### config.mk
export PLATFORM = sky130hd
export DESIGN_NAME = project_sel_ctrl_flat
export DESIGN_NICKNAME = d
export VERILOG_FILES = /design/src/rtl/project_sel_ctrl_if.sv /design/src/rtl/project_sel_ctrl.sv /design/src/flat_wrapper.sv
export SDC_FILE = /design/constraint.sdc
export NUM_CORES = 1
export LEC_CHECK = 0
export ABC_AREA = 1
export CAP_MARGIN = 10
export CORE_MARGIN = 1
export CORE_UTILIZATION = 44
export CTS_CLUSTER_SIZE = 12
export DETAILED_ROUTE_END_ITERATION = 10
export HOLD_SLACK_MARGIN = 0.1
export PLACE_DENSITY_LB_ADDON = 0.08
export SYNTH_ARGS = -nofsm -noshare
export SYNTH_HDL_FRONTEND = slang
export SYNTH_SLANG_ARGS = --single-unit
export TNS_END_PERCENT = 10
### constraint.sdc
create_clock -name wb_clk_i -period 2.45 [get_ports wb_clk_i]
set_clock_uncertainty 0.1 [all_clocks]
set_input_delay 0.3675 -clock wb_clk_i [delete_from_list [all_inputs] [get_ports wb_clk_i]]
set_output_delay 0.3675 -clock wb_clk_i [all_outputs]
set_load 0.02 [all_outputs]
### src/rtl/project_sel_ctrl_if.sv
// Host-side Wishbone slave bus of project_sel_ctrl; signal names match the legacy flat ports.
interface project_sel_ctrl_if;
    logic        wbs_cyc_i;
    logic        wbs_stb_i;
    logic        wbs_we_i;
    logic [3:0]  wbs_sel_i;
    logic [31:0] wbs_adr_i;
    logic [31:0] wbs_dat_i;
    logic        wbs_ack_o;
    logic [31:0] wbs_dat_o;

    modport master (
        output wbs_cyc_i, wbs_stb_i, wbs_we_i, wbs_sel_i, wbs_adr_i, wbs_dat_i,
        input  wbs_ack_o, wbs_dat_o
    );

    modport slave (
        input  wbs_cyc_i, wbs_stb_i, wbs_we_i, wbs_sel_i, wbs_adr_i, wbs_dat_i,
        output wbs_ack_o, wbs_dat_o
    );
endinterface

### src/rtl/project_sel_ctrl.sv
// Active-project select, round-robin scheduler, CSR window and Wishbone forwarding
// with a watchdog that terminates hung project transactions.
module project_sel_ctrl #(
    parameter int unsigned USER_PROJECTS = 4,
    parameter int unsigned SEL_BITS      = 2,
    parameter logic [31:0] CSR_BASE      = 32'h300FFFF0,
    parameter int unsigned TIMEOUT       = 255,
    parameter logic [31:0] TO_DATA       = 32'hDEADBEEF
) (
    input  logic                wb_clk_i,
    input  logic                wb_rst_i,
    project_sel_ctrl_if.slave   wbs,
    input  logic                proj_ack_i,
    input  logic [31:0]         proj_dat_i,
    output logic [SEL_BITS-1:0] proj_sel_o,
    output logic                switch_o,
    output logic                irq_o
);

    typedef enum logic [1:0] {IDLE, CSR_ACK, FWD, TO_ACK} state_t;

    state_t              state_q, state_d;
    logic [SEL_BITS-1:0] sel_q, sel_d;
    logic [1:0]          ctrl_q, ctrl_d;
    logic [15:0]         period_q, period_d;
    logic [7:0]          to_cnt_q, to_cnt_d;
    logic                sticky_q, sticky_d;
    logic [15:0]         cnt_q, cnt_d;
    logic                pend_q, pend_d;
    logic [7:0]          wd_q, wd_d;
    logic                ack_q, ack_d;
    logic [31:0]         dat_q, dat_d;
    logic                switch_q, switch_d;

    logic        req, csr_hit, csr_wr, sel_ok, bus_idle, due;
    logic [1:0]  off;
    logic [31:0] rdata;
    logic        unused_bits;

    assign unused_bits = ^{wbs.wbs_sel_i, wbs.wbs_adr_i[1:0]};

    always_comb begin
        req      = wbs.wbs_cyc_i & wbs.wbs_stb_i;
        csr_hit  = req && (wbs.wbs_adr_i[31:4] == CSR_BASE[31:4]);
        off      = wbs.wbs_adr_i[3:2];
        csr_wr   = (state_q == IDLE) && csr_hit && wbs.wbs_we_i;
        sel_ok   = csr_wr && (off == 2'd1) && (wbs.wbs_dat_i < USER_PROJECTS);
        bus_idle = (state_q == IDLE) && !wbs.wbs_cyc_i;
        // The slot's last count cycle already counts as due so an idle bus switches
        // exactly every PERIOD cycles; the pending flag only carries it past a busy bus.
        due      = pend_q || (cnt_q == period_q - 16'd1);

        case (off)
            2'd0:    rdata = {30'd0, ctrl_q};
            2'd1:    rdata = 32'(sel_q);
            2'd2:    rdata = {16'd0, period_q};
            default: rdata = {23'd0, sticky_q, to_cnt_q};
        endcase

        state_d  = state_q;
        sel_d    = sel_q;
        ctrl_d   = ctrl_q;
        period_d = period_q;
        to_cnt_d = to_cnt_q;
        sticky_d = sticky_q;
        cnt_d    = cnt_q;
        pend_d   = pend_q;
        wd_d     = '0;
        ack_d    = 1'b0;
        dat_d    = '0;

        case (state_q)
            IDLE: begin
                if (csr_hit) begin
                    state_d = CSR_ACK;
                    ack_d   = 1'b1;
                    dat_d   = rdata;
                end else if (req) begin
                    state_d = FWD;
                end
            end
            CSR_ACK: state_d = IDLE;
            FWD: begin
                // A project ack in the expiry cycle wins over the watchdog.
                if (proj_ack_i || !req) begin
                    state_d = IDLE;
                end else if (wd_q == 8'(TIMEOUT - 1)) begin
                    state_d  = TO_ACK;
                    ack_d    = 1'b1;
                    dat_d    = TO_DATA;
                    sticky_d = 1'b1;
                    if (to_cnt_q != 8'hFF) to_cnt_d = to_cnt_q + 8'd1;
                end else begin
                    wd_d = wd_q + 8'd1;
                end
            end
            TO_ACK:  state_d = IDLE;
            default: state_d = IDLE;
        endcase

        if (csr_wr) begin
            case (off)
                2'd0: ctrl_d = wbs.wbs_dat_i[1:0];
                2'd2: period_d = wbs.wbs_dat_i[15:0];
                2'd3: begin
                    sticky_d = 1'b0;
                    to_cnt_d = '0;
                end
                default: ;
            endcase
        end

        if ((csr_wr && (off == 2'd0 || off == 2'd2)) || sel_ok) begin
            cnt_d  = '0;
            pend_d = 1'b0;
            if (sel_ok) sel_d = wbs.wbs_dat_i[SEL_BITS-1:0];
        end else if (!ctrl_q[0] || period_q == 16'd0) begin
            cnt_d  = '0;
            pend_d = 1'b0;
        end else if (due && bus_idle) begin
            sel_d  = (sel_q == SEL_BITS'(USER_PROJECTS - 1)) ? '0 : sel_q + SEL_BITS'(1);
            cnt_d  = '0;
            pend_d = 1'b0;
        end else if (due) begin
            pend_d = 1'b1;
        end else begin
            cnt_d = cnt_q + 16'd1;
        end

        switch_d = (sel_d != sel_q);
    end

    always_ff @(posedge wb_clk_i or posedge wb_rst_i) begin
        if (wb_rst_i) begin
            state_q  <= IDLE;
            sel_q    <= '0;
            ctrl_q   <= '0;
            period_q <= '0;
            to_cnt_q <= '0;
            sticky_q <= 1'b0;
            cnt_q    <= '0;
            pend_q   <= 1'b0;
            wd_q     <= '0;
            ack_q    <= 1'b0;
            dat_q    <= '0;
            switch_q <= 1'b0;
        end else begin
            state_q  <= state_d;
            sel_q    <= sel_d;
            ctrl_q   <= ctrl_d;
            period_q <= period_d;
            to_cnt_q <= to_cnt_d;
            sticky_q <= sticky_d;
            cnt_q    <= cnt_d;
            pend_q   <= pend_d;
            wd_q     <= wd_d;
            ack_q    <= ack_d;
            dat_q    <= dat_d;
            switch_q <= switch_d;
        end
    end

    assign wbs.wbs_ack_o = ack_q | ((state_q == FWD) & proj_ack_i);
    assign wbs.wbs_dat_o = (state_q == FWD) ? proj_dat_i : dat_q;
    assign proj_sel_o    = sel_q;
    assign switch_o      = switch_q;
    assign irq_o         = sticky_q & ctrl_q[1];

endmodule

### src/flat_wrapper.sv
// flat-port wrapper written by rule: the top's interface ports become plain ports
module project_sel_ctrl_flat 
#(
    parameter int unsigned USER_PROJECTS = 4,
    parameter int unsigned SEL_BITS      = 2,
    parameter logic [31:0] CSR_BASE      = 32'h300FFFF0,
    parameter int unsigned TIMEOUT       = 255,
    parameter logic [31:0] TO_DATA       = 32'hDEADBEEF
)
  (wb_clk_i, wb_rst_i, proj_ack_i, proj_dat_i, proj_sel_o, switch_o, irq_o, wbs_wbs_cyc_i, wbs_wbs_stb_i, wbs_wbs_we_i, wbs_wbs_sel_i, wbs_wbs_adr_i, wbs_wbs_dat_i, wbs_wbs_ack_o, wbs_wbs_dat_o);
  project_sel_ctrl_if wbs_i ();
  input  logic wb_clk_i;
  input  logic wb_rst_i;
  input  logic proj_ack_i;
  input  logic [31:0] proj_dat_i;
  output logic [SEL_BITS-1:0] proj_sel_o;
  output logic switch_o;
  output logic irq_o;
  input wire logic [$bits(wbs_i.wbs_cyc_i)-1:0] wbs_wbs_cyc_i;
  input wire logic [$bits(wbs_i.wbs_stb_i)-1:0] wbs_wbs_stb_i;
  input wire logic [$bits(wbs_i.wbs_we_i)-1:0] wbs_wbs_we_i;
  input wire logic [$bits(wbs_i.wbs_sel_i)-1:0] wbs_wbs_sel_i;
  input wire logic [$bits(wbs_i.wbs_adr_i)-1:0] wbs_wbs_adr_i;
  input wire logic [$bits(wbs_i.wbs_dat_i)-1:0] wbs_wbs_dat_i;
  output wire logic [$bits(wbs_i.wbs_ack_o)-1:0] wbs_wbs_ack_o;
  output wire logic [$bits(wbs_i.wbs_dat_o)-1:0] wbs_wbs_dat_o;
  assign wbs_i.wbs_cyc_i = wbs_wbs_cyc_i;
  assign wbs_i.wbs_stb_i = wbs_wbs_stb_i;
  assign wbs_i.wbs_we_i = wbs_wbs_we_i;
  assign wbs_i.wbs_sel_i = wbs_wbs_sel_i;
  assign wbs_i.wbs_adr_i = wbs_wbs_adr_i;
  assign wbs_i.wbs_dat_i = wbs_wbs_dat_i;
  assign wbs_wbs_ack_o = wbs_i.wbs_ack_o;
  assign wbs_wbs_dat_o = wbs_i.wbs_dat_o;
  project_sel_ctrl #(.USER_PROJECTS(USER_PROJECTS), .SEL_BITS(SEL_BITS), .CSR_BASE(CSR_BASE), .TIMEOUT(TIMEOUT), .TO_DATA(TO_DATA)) u_core (.wb_clk_i(wb_clk_i), .wb_rst_i(wb_rst_i), .wbs(wbs_i), .proj_ack_i(proj_ack_i), .proj_dat_i(proj_dat_i), .proj_sel_o(proj_sel_o), .switch_o(switch_o), .irq_o(irq_o));
endmodule
======== Word level (Yosys, flattened, before mapping) ========
Index checks and enable logic that the tools add are counted.
word-level totals
  output and inout bits ................... 37
  memories kept ........................... 0
  bits in read-only memories .............. 0
  latch bits .............................. 0
  bits of input ports ..................... 106
  bits in registers ....................... 90
  memory bits (writable) .................. 0
  word-level logic and storage cells ...... 103
cells by class
  muxes and demuxes ....................... 42
  shift operators ......................... 0
  bitwise logic cells ..................... 4
  $lt $le $gt $ge ......................... 1
  multiply operators ...................... 0
  reductions and logical operators ........ 24
  add/sub/neg operators ................... 5
  div/mod/pow operators ................... 0
  equal/unequal tests ..................... 15
operators with widths
  kind                     count
  $mux W32                 3
  $mux W16                 5
  $mux W8                  9
  $pmux W32 S2             1
  $pmux W16 S3             1
  $lt A32 B3 Y1 const B    1
  $eq A28 B26 Y1 const B   1
  $mux W2                  9
  $add A16 B1 Y16 const B  1
  $add A8 B1 Y8 const B    2
  $eq A16 B16 Y1           1
  $logic_not A16 Y1        1
  $sub A16 B1 Y16 const B  1
  $mux W1                  12
  $eq A2 B2 Y1 const B     5
  $eq A8 B8 Y1 const B     1
  $logic_and A1 B1 Y1      8
  $ne A8 B8 Y1 const B     1
  $ne A3 B1 Y1 const B     2
  $pmux W2 S3              1
  $reduce_and A2 Y1        3
  $logic_or A1 B1 Y1       5
  $eq A2 B1 Y1 const B     2
  $logic_not A2 Y1         2
  other kinds (9)          13

======== Depth between registers and ports, before layout ========
  depth in word-level cells ............... 9
  mapped depth ............................ 20
  depth with buffers taken out ............ 20

======== Least setup slack after synthesis ========
No wires, ideal clock.
  path kind ............................... reg2reg
  start point ............................. register u_core.period_q[0]
  end point ............................... register u_core.switch_q (netlist: u_core.switch_o)
  buffers on the path ..................... 0
  arrival ................................. 2.063 ns
  slack ................................... 0.171 ns
  period minus slack after synthesis ...... 2.279 ns
  library setup time ...................... 0.116 ns
  required time ........................... 2.234 ns
  stages on the path, launching flop included .. 20
  cell sequence ........................... dfrtp_1 inv_1 ha_1 nand2_2 nor2_4 nand2_1 nand2_1 nand2_1 clkinv_1 nand2_1 nor2_1 nand3_1 o21bai_4 nand3_2 nand2_1 nand3_2 nand2_2 nand2_1 nand2_1 nand2_1
on the way
  cells in the longest elaborated chain, start to end .. 8
  elaborated cells on any way between the ends .. 10
  those cells by class .................... add/sub (1); eq/ne (2); mux (3); reduce/logical (4)
RTL lines
  what                    line                     source
  from (decl)             project_sel_ctrl.sv:25   logic [15:0] period_q, period_d;
  from (signal assigned)  project_sel_ctrl.sv:151  period_q <= period_d;
  $sub A16 B1 Y16         project_sel_ctrl.sv:51   due = pend_q || (cnt_q == period_q - 16'd1);
  $eq A16 B16 Y1          project_sel_ctrl.sv:51
  $logic_or A1 B1 Y1      project_sel_ctrl.sv:51
  $logic_and A1 B1 Y1     project_sel_ctrl.sv:120  end else if (due && bus_idle) begin
  $mux W2                 project_sel_ctrl.sv:120
  $mux W2 (*)             project_sel_ctrl.sv:117  end else if (!ctrl_q[0] || period_q == 16'd0) begin
  $mux W2 (*)             project_sel_ctrl.sv:113  if ((csr_wr && (off == 2'd0 || off == 2'd2)) || sel_ok) begin
  via u_core.sel_d[0]     project_sel_ctrl.sv:23   logic [SEL_BITS-1:0] sel_q, sel_d;
  $ne A2 B2 Y1 (*)        project_sel_ctrl.sv:130  switch_d = (sel_d != sel_q);
  via u_core.switch_d     project_sel_ctrl.sv:33   logic switch_q, switch_d;
  to (signal assigned)    project_sel_ctrl.sv:159  switch_q <= switch_d;
  to (decl)               project_sel_ctrl.sv:33
The timed path passes the listed nets; every way through them passes the cells marked *.
A chain may end at the register's enable or synchronous reset.

======== Worst setup path after layout ========
  start point ............................. register u_core.period_q[1]
  end point ............................... register u_core.cnt_q[4]
on the way
  cells in the longest elaborated chain, start to end .. 7
  elaborated cells on any way between the ends .. 10
  those cells by class .................... add/sub (1); eq/ne (2); mux (3); reduce/logical (4)
RTL lines
  what                  line                     source
  $sub A16 B1 Y16       project_sel_ctrl.sv:51
  $eq A16 B16 Y1        project_sel_ctrl.sv:51
  $logic_or A1 B1 Y1    project_sel_ctrl.sv:51
  $logic_and A1 B1 Y1   project_sel_ctrl.sv:120
  $mux W16              project_sel_ctrl.sv:120
  $mux W16              project_sel_ctrl.sv:117
  $mux W16              project_sel_ctrl.sv:113
  to (signal assigned)  project_sel_ctrl.sv:154  cnt_q <= cnt_d;
  to (decl)             project_sel_ctrl.sv:28   logic [15:0] cnt_q, cnt_d;
Several ways; a longest one is shown, not always the timed one.

==> impl_metrics.json <==
{
  "finalHoldViolations": 0,
  "peakVddDrop_uv": 361,
  "die_area_sq_mm": 0.0120,
  "synth_simple_gate_area_share_pct": 41.2,
  "synth_compound_area_share_pct": 7.66,
  "post-route-period-util_pct": 99.3,
  "finalSetupViolCount": 0,
  "synth.net_count": 864,
  "pwr-share-comb_pct": 29.9,
  "r2r_end": "u_core.cnt_q[4]$_DFFE_PP0P_",
  "r2r_cells": 19,
  "hp-class": "input port to asynchronous set/reset pin",
  "avgRoutedWirePerCell_um": 13.8,
  "viasPerCell": 5.10,
  "grt_usage_pct": 25.8,
  "r2r_start": "u_core.period_q[1]$_DFFE_PP0P_",
  "met3_length_um": 1340,
  "root_buffer": "clkbuf_16",
  "tns_ns": 0,
  "cts_buffers": 9,
  "critPathRequiredTime_ns": 2.57,
  "n_antenna_cell": 0,
  "post-route-min-period_ns": 2.43,
  "tightest_slew_ns": 0.439,
  "slowest_delay_ns": 0.39,
  "p_leak_nw": 4.01,
  "syn2layout_area_growth_pct": 49.7,
  "synth_area_leader_cell": "dfrtp_1",
  "ff2ff_setup_slack_ns": 0.02,
  "fmax_ghz": 0.411,
  "grt_pass1_vias": 5279,
  "power_frac_seq_pct": 34.0,
  "switchingPower_mw": 1.13,
  "crit_chain": "inv_2 -> ha_4 -> nand2_4 -> nor2_4 -> nand2_1 -> nand2_1 -> nand2_1 -> clkinv_1 -> nand2_1 -> nor2_2 -> nand3_2 -> o21bai_4 -> buf_4 -> inv_6 -> nand2_2 -> nor2_2 -> nand2_1 -> nand2_1 -> nor3b_2",
  "synth_seq_cells": 75,
  "ios": 143,
  "intPower_mw": 2.56,
  "clk_path_buf_depth": 2,
  "drive_gt1_share_pct": 15.3,
  "wirelength_met1_um": 6630,
  "crit_start": "u_core.period_q[1]$_DFFE_PP0P_",
  "synth_ff_type": "dfrtp_1",
  "synthXorXnorAreaFrac_pct": 3.55,
  "grt-ovfl-total": 0,
  "synth_top_area_share_pct": 37.0,
  "muxShareOfSynthArea_pct": 0,
  "cts-htree-levels": 3,
  "met2WireLength_um": 7090,
  "rsz0062_at_grt": "true",
  "drtPass1Iterations": 5,
  "whs_ns": 0.157,
  "row_count": 38,
  "synth_fa_ha_area_share_pct": 1.48,
  "p_total_mw": 3.69,
  "grt_pass1_wl_um": 24100,
  "ctsHoldBuffers": 0,
  "postSynthAreaPerCell_sq_um": 6.75,
  "switching_share_pct": 30.6,
  "cp.arrival_ns": 2.55,
  "path_buf_inv": 4,
  "wirelength_um": 15200,
  "insertion_delay_ns": 0.34,
  "ys_types": 45,
  "synth_top_family_by_area": "simple AND/OR/NAND/NOR gates",
  "critPathLaunchType": "flop",
  "dpl.hpwl_um": 12000,
  "yosysWarnings": 0,
  "syn_inst": 752,
  "power_density_mw_per_mm2": 485,
  "relSlewSlack_pct": 70.5,
  "port_buffers": 136,
  "synth_area_sq_mm": 0.00508,
  "initial_utilization_pct": 46.0,
  "gp_congestion": 0.902,
  "ys_seq_area_share_pct": 37.0,
  "core_sq_mm": 0.0110,
  "grt_antenna_before_repair": 0,
  "synth.area.top_cells": "dfrtp_1 (37%), nand2_1 (17%), inv_1 (7.3%), nor2_1 (6.9%), nand3_1 (4.3%)",
  "cap_violations": 0,
  "drc_errors": 0,
  "outcome": "complete, no violations",
  "cts.sink_count": 75,
  "critPathTopFamily": "simple AND/OR/NAND/NOR gates",
  "path_class": "flop to flop",
  "n_fill_cell": 888,
  "drt_iter0_drc": 382,
  "layout.nets": 1069,
  "cp_max_fo": 9,
  "crit_top_cell": "nand2_1",
  "async_flop_share_pct": 100,
  "pwr-share-clk_pct": 36.1,
  "timing.critical_path.depth": 19,
  "end_kind": "flop",
  "detail-route-antenna-nets": 0,
  "grt_max_degree": 49,
  "cpMaxStageDelayCell": "dfrtp_1",
  "num_vias": 5623,
  "clk_pin_slew_worst_paths_ns": 0.06,
  "die_h_um": 109,
  "die_width_um": 109,
  "cts_tree": "built",
  "maxSlewViolCount": 0,
  "synth-edff-count": 0,
  "highest_layer": "met4"
}
[cell usage after synthesis, drive strengths merged, types with 2 or more instances]
cell,count
and2,2
xnor2,8
nand4,19
clkinv,2
nor3,21
a21oi,15
o21a,2
dfrtp,75
o22ai,2
a31oi,2
o21ai,32
nor4,14
clkbuf,13
xor2,10
o31ai,4
ha,6
nand3,48
or2,2
inv,102
a221oi,6
buf,3
nand2,242
nor2,102
nand3b,2
nor4b,2
nor3b,10
[layout by cell type (no fill, tap or decap), types with 3 or more instances in the layout]
cell type and instances:
nor4_1 14, xnor2_1 8, inv_2 7, nand4_1 19, o21ai_0 32, a221oi_1 6
nand2_1 229, nor2_1 84, nand3_2 8, nand3_1 40, dlymetal6s2s_1 22, ha_1 5
nor2_2 10, nand2_2 11, nor3b_1 9, xor2_1 10, nor2_4 8, dlygate4sd2_1 3
clkbuf_16 9, nor3_1 19, buf_4 69, a21oi_1 14, dfrtp_1 73, inv_6 4
inv_1 94, clkdlybuf4s50_1 111, o31ai_1 3
[area by class of cell]
cell class / count / area (sq um) / area share (%)
Timing Repair Buffer: 209 / 1990 / 26.2
Sequential cell: 75 / 1880 / 24.7
Clock inverter: 6 / 71.3 / 0.938
Inverter: 104 / 395 / 5.20
Clock buffer: 10 / 229 / 3.01
Tap cell: 140 / 175 / 2.30
Multi-Input combinational cell: 558 / 2860 / 37.6
[worst max path at each step]
stage                                       end  slack, ns
floorplan                u_core.ack_q$_DFF_PP0_       0.07
global route        u_core.cnt_q[4]$_DFFE_PP0P_      -0.17
detailed placement  u_core.cnt_q[2]$_DFFE_PP0P_      -0.30
CTS                   u_core.switch_o$_DFF_PP0_      -0.02
finish              u_core.cnt_q[4]$_DFFE_PP0P_       0.02
global placement    u_core.cnt_q[2]$_DFFE_PP0P_      -0.23
[power groups by stage]
| stage | Sequential, mW | Combinational (mW) | Clock, mW |
|---|---|---|---|
| after detailed placement | 1.28 | 1.12 | 0 |
| after floorplan | 1.27 | 0.505 | 0 |
| after global routing | 1.25 | 1.19 | 1.40 |
| after global placement | 1.28 | 1.11 | 0 |
| final | 1.25 | 1.10 | 1.33 |
| after CTS | 1.25 | 1.13 | 1.35 |
[per-layer routing]
metal | up-vias | GRT usage (%)
met5 | - | 0
met4 | 0 | 6.86
met3 | 12 | 4.56
met2 | 240 | 44.7
met1 | 2548 | 33.1
li1 | 2823 | -
[cells by family (layout without fill, tap and decap cells)]
group           Yosys count  count (layout)
compound gates           65              65
buf+inv                 120             329
flops                    75              75
xor+xnor                 19              19
simple gates            467             468
fa+ha+maj                 6               6
[worst register-to-register path, delay by kind of cell, from the launching register on]
kind	cells	cell delay (ns)
compound gates	1	0.17
fa+ha+maj	1	0.19
buf+inv	4	0.36
flops	1	0.39
simple gates	13	1.12
[state kept, by name, indices dropped and copies added, names as in the netlist]
name	count
u_core.switch_o	1
u_core.pend_q	1
u_core.ctrl_q	2
u_core.sticky_q	1
u_core.period_q	16
u_core.state_q	2
u_core.dat_q	17
u_core.ack_q	1
u_core.to_cnt_q	8
u_core.wd_q	8
u_core.proj_sel_o	2
u_core.cnt_q	16
[metrics by stage]
stage | setup slack (ns) | instances | utilization, % | cell area [sq um]
floorplan | 0.0725 | 752 | - | 5080
global placement | -0.233 | 1081 | 64.3 | 7090
detailed placement | -0.299 | 1081 | 64.3 | 7090
CTS | -0.0157 | 1098 | 67.3 | 7430
global route | -0.169 | 1102 | 68.9 | 7600
finish | 0.0174 | 1102 | 68.9 | 7600
[timing repair]
item,in CTS,in global routing
buffers inserted,1,3
pin swaps,3,12
gates resized for setup,14,47
setup endpoints to repair,52,46
gates cloned,0,1
Note: power is estimated with default switching activity, not from simulation.
==> variant 1 (same flow settings) <==
`SEL_BITS` is set to 2 in 2 places; all go to 3.
--- a/src/rtl/project_sel_ctrl.sv
+++ b/src/rtl/project_sel_ctrl.sv
@@ -2,7 +2,7 @@
 // with a watchdog that terminates hung project transactions.
 module project_sel_ctrl #(
     parameter int unsigned USER_PROJECTS = 4,
-    parameter int unsigned SEL_BITS      = 2,
+    parameter int unsigned SEL_BITS      = 3,
     parameter logic [31:0] CSR_BASE      = 32'h300FFFF0,
     parameter int unsigned TIMEOUT       = 255,
     parameter logic [31:0] TO_DATA       = 32'hDEADBEEF
--- a/src/flat_wrapper.sv
+++ b/src/flat_wrapper.sv
@@ -2,7 +2,7 @@
 module project_sel_ctrl_flat 
 #(
     parameter int unsigned USER_PROJECTS = 4,
-    parameter int unsigned SEL_BITS      = 2,
+    parameter int unsigned SEL_BITS      = 3,
     parameter logic [31:0] CSR_BASE      = 32'h300FFFF0,
     parameter int unsigned TIMEOUT       = 255,
     parameter logic [31:0] TO_DATA       = 32'hDEADBEEF
Ports: changed (resized proj_sel_o); port bits go from 143 to 144. The function was not compared with the original's and may differ.
==> variant 1 against the original RTL <==
The flow now finishes with violations (negative setup slack). Core utilization grew 1.7 points. Sequential cell count rose by 1. Die area down 1.2%. Total power increased by 3.7%. Global-route usage is 0.14 points higher. Final area up 2.0%. Wire length decreased by 0.12%. Setup slack worse by 220 ps. Critical path depth unchanged. Non-clock buffer count rose by 15. Synthesized area down 1.2%. Largest power group unchanged.
==> variant 1: results (changes against the original RTL) <==
| Metric | Value |
|---|---|
| GRT Overall Usage | 25.94% (+0.14 points) |
| Met2 WL | 7138 microns (+0.69%) |
| GPL Wtd Cong | 0.9016 (about the same) |
| Worst Setup Slack, final | -203.2 ps (-220.6 ps) |
| P_sw | 0.001120 W (-0.61%) |
| Total length of routed met3 wires | 1050 microns (-22%) |
| Failing checks | negative setup slack |
| Critical Path Fanout Max | 5 (-4) |
| Via density | 5.014 (-1.7%) |
| Pre-CTS setup slack | -299.1 ps (+0.05600 ps) |
| DR iter-0 viols | 366 (-4.2%) |
| Met1 wire length | 6707 microns (+1.2%) |
| Status | complete, but fails checks |
| Nets | 1075 (+0.56%) |
| Placed Area | 7103 sq um (+0.21%) |
| Ratio of cells with drive above 1 in the final layout | 17.36% (+2.1 points) |
| Routed WL | 15180 microns (-0.12%) |
| Synth area leaders | dfrtp_1 (38%), nand2_1 (17%), inv_1 (8.2%) |
| Max VDD drop | 338.5 uV (-6.3%) |
| M1 GR Usage | 32.78% (-0.33 points) |
| Leak Pwr | 3.947 nW (-1.5%) |
| Synth Net Count | 856 (-0.93%) |
| Port Buf Inserts | 137 (+0.74%) |
| Register area share after synthesis | 37.91% (+0.95 points) |
| Synth cell types | 38 (-16%) |
| Top cells by count, synth | nand2_1 (223), inv_1 (109), nor2_1 (96), dfrtp_1 (76), nand3_1 (49) |
| CP arrival | 2780 ps (+230 ps) |
| First-pass GRT wire length | 23950 microns (-0.63%) |
| Crit path largest cell delay | 420 ps (+30 ps) |
| Die width | 108.8 microns (-0.59%) |
| Largest net degree at the start of global routing | 34 (-31%) |
| DPL Wire Length | 11580 microns (-3.1%) |
| Setup-failing EPs final | 17 (+17) |
[variant 1: cell count changes after synthesis, sizes merged, moves of 5 or more]
cell   before  now
nor2      102  107
nand2     242  229
nor3b      10    3
xor2       10   20
inv       102  111
[variant 1: cells by family (layout without fill, tap and decap cells)]
kind of cell | Yosys count | in the layout | synth area share, %
multiplexers | 1 | 1 | 0.2244
flip-flops | 76 | 76 | 37.91
AND/OR/NAND/NOR | 447 | 447 | 38.60
XOR/XNOR | 27 | 27 | 4.713
adder cells (fa/ha/maj) | 6 | 6 | 1.496
AO/OA/AOI/OAI | 59 | 59 | 7.108
buffers and inverters | 128 | 352 | 9.950
[variant 1: power groups by stage]
stage               combinational (W)  sequential, W  clock (W)
finish                        0.00108        0.00127    0.00148
global route                  0.00117        0.00127    0.00154
CTS                           0.00108        0.00127    0.00148
detailed placement            0.00108        0.00129          0
global placement              0.00107        0.00129          0
floorplan                    0.000505        0.00129          0
[variant 1: worst paths after layout]
check | to | cells past startpoint | start
worst max-delay path | u_core.cnt_q[4] | 19 | u_core.period_q[1]
worst min-delay path | u_core.cnt_q[13] | 2 | wb_rst_i
worst max register to register | u_core.cnt_q[4] | 19 | u_core.period_q[1]
worst min register to register | u_core.wd_q[0] | 1 | u_core.wd_q[0]
max in group asynchronous | u_core.to_cnt_q[2] | 3 | wb_rst_i
min in group wb_clk_i | u_core.wd_q[0] | 1 | u_core.wd_q[0]
[variant 1: worst register-to-register path, cell delays in order, from the launching register on]
cell     delay [ps]
dfrtp_1         420
buf_6           140
nor2_4          130
nand2_4         100
nor2_4          190
buf_6           120
nand2_2          50
nand2_1          70
nand3_1          60
nand2_1          60
nor2_1           30
nand2_1         130
o21ai_4         120
buf_6           150
inv_8            80
buf_6           110
nand2_4          50
nor3_4          190
xor2_1          180
nor2_1           70
[variant 1: through the flow]
step,cells,hold WS [ps],setup TNS [ps],util [%],total power (W)
after floorplan,744,353.6,0,-,0.001797
after global placement,1082,370.5,-2929,64.67,0.002360
after detailed placement,1082,395.7,-4802,64.67,0.002372
after CTS,1102,306.2,-1021,68.40,0.003832
after global routing,1108,341.8,-4362,70.61,0.003975
final,1108,281.3,-1576,70.61,0.003826
[variant 1: what timing repair did]
action / in CTS / in global routing
hold buffers: 0 / 0
setup endpoints to repair: 17 / 55
pin swaps: 17 / 30
endpoints found under the hold margin: 0 / 0
buffers inserted: 4 / 6
gates resized for setup: 13 / 53
[variant 1: cell type report]
cell class,instances,area [sq um]
timing repair buffer,224,2115
sequential,76,1903
clock inverter,6,93.84
inverter,112,427.9
fill,899,3228
clock buffer,10,239.0
tap,140,175.2
multi-input combinational,540,2801
==> variant 2 (same flow settings) <==
Made on the original files. Put a register stage on the output `irq_o`, with the module's reset. The value now appears one clock later. The other outputs are not delayed to match.
--- a/src/rtl/project_sel_ctrl.sv
+++ b/src/rtl/project_sel_ctrl.sv
@@ -164,7 +164,13 @@
     assign wbs.wbs_dat_o = (state_q == FWD) ? proj_dat_i : dat_q;
     assign proj_sel_o    = sel_q;
     assign switch_o      = switch_q;
-    assign irq_o         = sticky_q & ctrl_q[1];
+    always_ff @(posedge wb_clk_i or posedge wb_rst_i) begin
+        if (wb_rst_i) begin
+            irq_o <= '0;
+        end else begin
+            irq_o <= sticky_q & ctrl_q[1];
+        end
+    end
 
 endmodule
 
Behaviour: same outputs for any inputs over 4 cycles, from zero or initial values and one cycle with wb_rst_i high; that may be too few to reach the edited logic, so the function may still have changed.
==> variant 2 against the original RTL <==
The flow now finishes with violations (negative setup slack). Synthesized area grew 0.30%. Wire length is 0.55% higher. Maximum frequency shrank 1.3%. Sequential cell count up 1. Largest power group unchanged. Setup slack lost 33 ps. Critical endpoint is now u_core.cnt_q[13]. Final area shrank 0.40%. Total power down 0.60%.
==> variant 2: results (changes against the original RTL) <==
| Metric | Value |
|---|---|
| Post-Synthesis Cells | 762 (+1.3%) |
| WL/cell | 13.79 microns (about the same) |
| Synth Net Count | 874 (+1.2%) |
| First-pass GRT wire length | 24230 microns (+0.51%) |
| Status | complete, but fails checks |
| Final Non-Filler Cells | 1108 (+0.54%) |
| Area share of fa/ha/maj cells after synthesis | 1.474% (-0.0044 points) |
| Synth cell types | 40 (-11%) |
| Setup-failing EPs final | 1 (+1) |
| Placed Area | 6974 sq um (-1.6%) |
| CP arrival | 2590 ps (+40 ps) |
| Leak Pwr | 3.910 nW (-2.5%) |
| Pre-CTS setup slack | -289.0 ps (+10.22 ps) |
| Register area share after synthesis | 37.34% (+0.38 points) |
| Async set-reset flop share out of synthesis | 100.0% (unchanged) |
| Worst Setup Slack, final | -15.27 ps (-32.65 ps) |
| Top cells by count, synth | nand2_1 (248), inv_1 (111), nor2_1 (95), dfrtp_1 (76), nand3_1 (44) |
| Max VDD drop | 394.3 uV (+9.2%) |
| Largest net degree at the start of global routing | 77 (+57%) |
| Worst R2R Path Depth | 17 (-2) |
| Crit path largest cell delay | 380 ps |
| DR iter-0 viols | 319 (-16%) |
| Slew headroom | 60.67% (-9.8 points) |
| Failing checks | negative setup slack |
| First-pass DRT Iterations | 5 (unchanged) |
| Compound-gate portion of the synthesized area | 7.910% (+0.25 points) |
| GRT Overall Usage | 26.12% (+0.31 points) |
| Port Buf Inserts | 136 (unchanged) |
| Via density | 5.073 (-0.58%) |
| Reg-to-Reg Start | u_core.period_q[1] |
| Synth area leaders | dfrtp_1 (37%), nand2_1 (18%), inv_1 (8.2%) |
| GPL Wtd Cong | 0.8613 (-4.5%) |
| CTS root buf | clkbuf_16 |
| Worst hold path class | in -> async |
| Ratio of cells with drive above 1 in the final layout | 14.15% (-1.1 points) |
| DPL Wire Length | 11760 microns (-1.6%) |
| Post-synthesis mux area share | 0.2211% (+0.22 points) |
| P_sw | 0.001100 W (-2.4%) |
| R2R Path End | u_core.cnt_q[13] |
| Vias in the first global route | 5360 (+1.5%) |
| Synth Area in XOR/XNOR | 3.439% (-0.11 points) |
| Clock-pin slew on the worst setup and hold paths | 60 ps (about the same) |
| TritonCTS Buffers | 9 (unchanged) |
| Critical Path Fanout Max | 8 (-1) |
| Initial antenna violation count | 0 (unchanged) |
| Largest regs | u_core.dat_q x17, u_core.cnt_q x16, u_core.period_q x16 |
| Layout fillers | 961 (+8.2%) |
-- variant 2: tightest hold or removal path, delay by kind of cell --
| kind | cells | cell delay, ps |
|---|---|---|
| buffers and inverters | 3 | 790 |
-- variant 2: logic make-up after synthesis --
| family | after synthesis |
|---|---|
| flops | 76 |
| mux | 1 |
| simple gates | 461 |
| compound gates | 70 |
| fa+ha+maj | 6 |
| xor+xnor | 20 |
| buf+inv | 128 |
-- variant 2: power by group through the flow --
| stage | clock network [W] | registers (W) | logic (W) |
|---|---|---|---|
| after global placement | 0 | 0.00129 | 0.00102 |
| after floorplan | 0 | 0.00129 | 0.000482 |
| after global routing | 0.00141 | 0.00127 | 0.00114 |
| after CTS | 0.00136 | 0.00127 | 0.00106 |
| after detailed placement | 0 | 0.00129 | 0.00104 |
| final | 0.00135 | 0.00127 | 0.00105 |
-- variant 2: how the worst max path moves through the flow --
stage	from	end	slack, ps	depth (start not counted)
6_report	u_core.period_q[1]	u_core.cnt_q[13]	-20	17
5_1_grt	u_core.period_q[7]	u_core.cnt_q[13]	-190	16
4_1_cts	u_core.period_q[1]	u_core.cnt_q[14]	-20	17
3_5_place_dp	wbs_wbs_adr_i[27]	u_core.cnt_q[4]	-290	11
3_3_place_gp	wbs_wbs_adr_i[8]	u_core.cnt_q[6]	-220	12
2_1_floorplan	wb_rst_i	u_core.ack_q	40	1
-- variant 2: timing repair --
action,CTS,global route
endpoints found under the setup margin,37,51
pin swaps,0,21
setup buffers,0,15
cloned,1,0
gates resized for setup,12,54
hold buffers,0,0
-- variant 2: per-layer routing --
| metal | vias to the layer above | global-route usage [%] | routed length [microns] |
|---|---|---|---|
| met5 | - | 0 | 0 |
| met4 | 0 | 11.14 | 466 |
| met3 | 35 | 5.157 | 1008 |
| met2 | 166 | 46.32 | 7518 |
| met1 | 2598 | 30.65 | 6290 |
| li1 | 2822 | - | - |
-- variant 2: final cells by class --
class / instances / area, sq um / share of cell area [%]
multi-input combinational: 558 / 2804 / 37.03
inverter: 114 / 432.9 / 5.717
tap: 140 / 175.2 / 2.313
clock buffer: 10 / 239.0 / 3.156
timing repair buffer: 205 / 1951 / 25.76
clock inverter: 5 / 61.31 / 0.8096
sequential: 76 / 1909 / 25.21
-- variant 2: per-stage QoR --
stage	utilization [%]	TNS (ps)	hold slack (ps)	total power (W)
finish	68.35	-15.27	320.0	0.003667
global route	68.35	-1494	390.4	0.003822
CTS	65.80	-25.03	357.4	0.003689
detailed placement	62.95	-7629	378.6	0.002330
global placement	62.95	-5730	374.3	0.002316
floorplan	-	0	352.9	0.001774
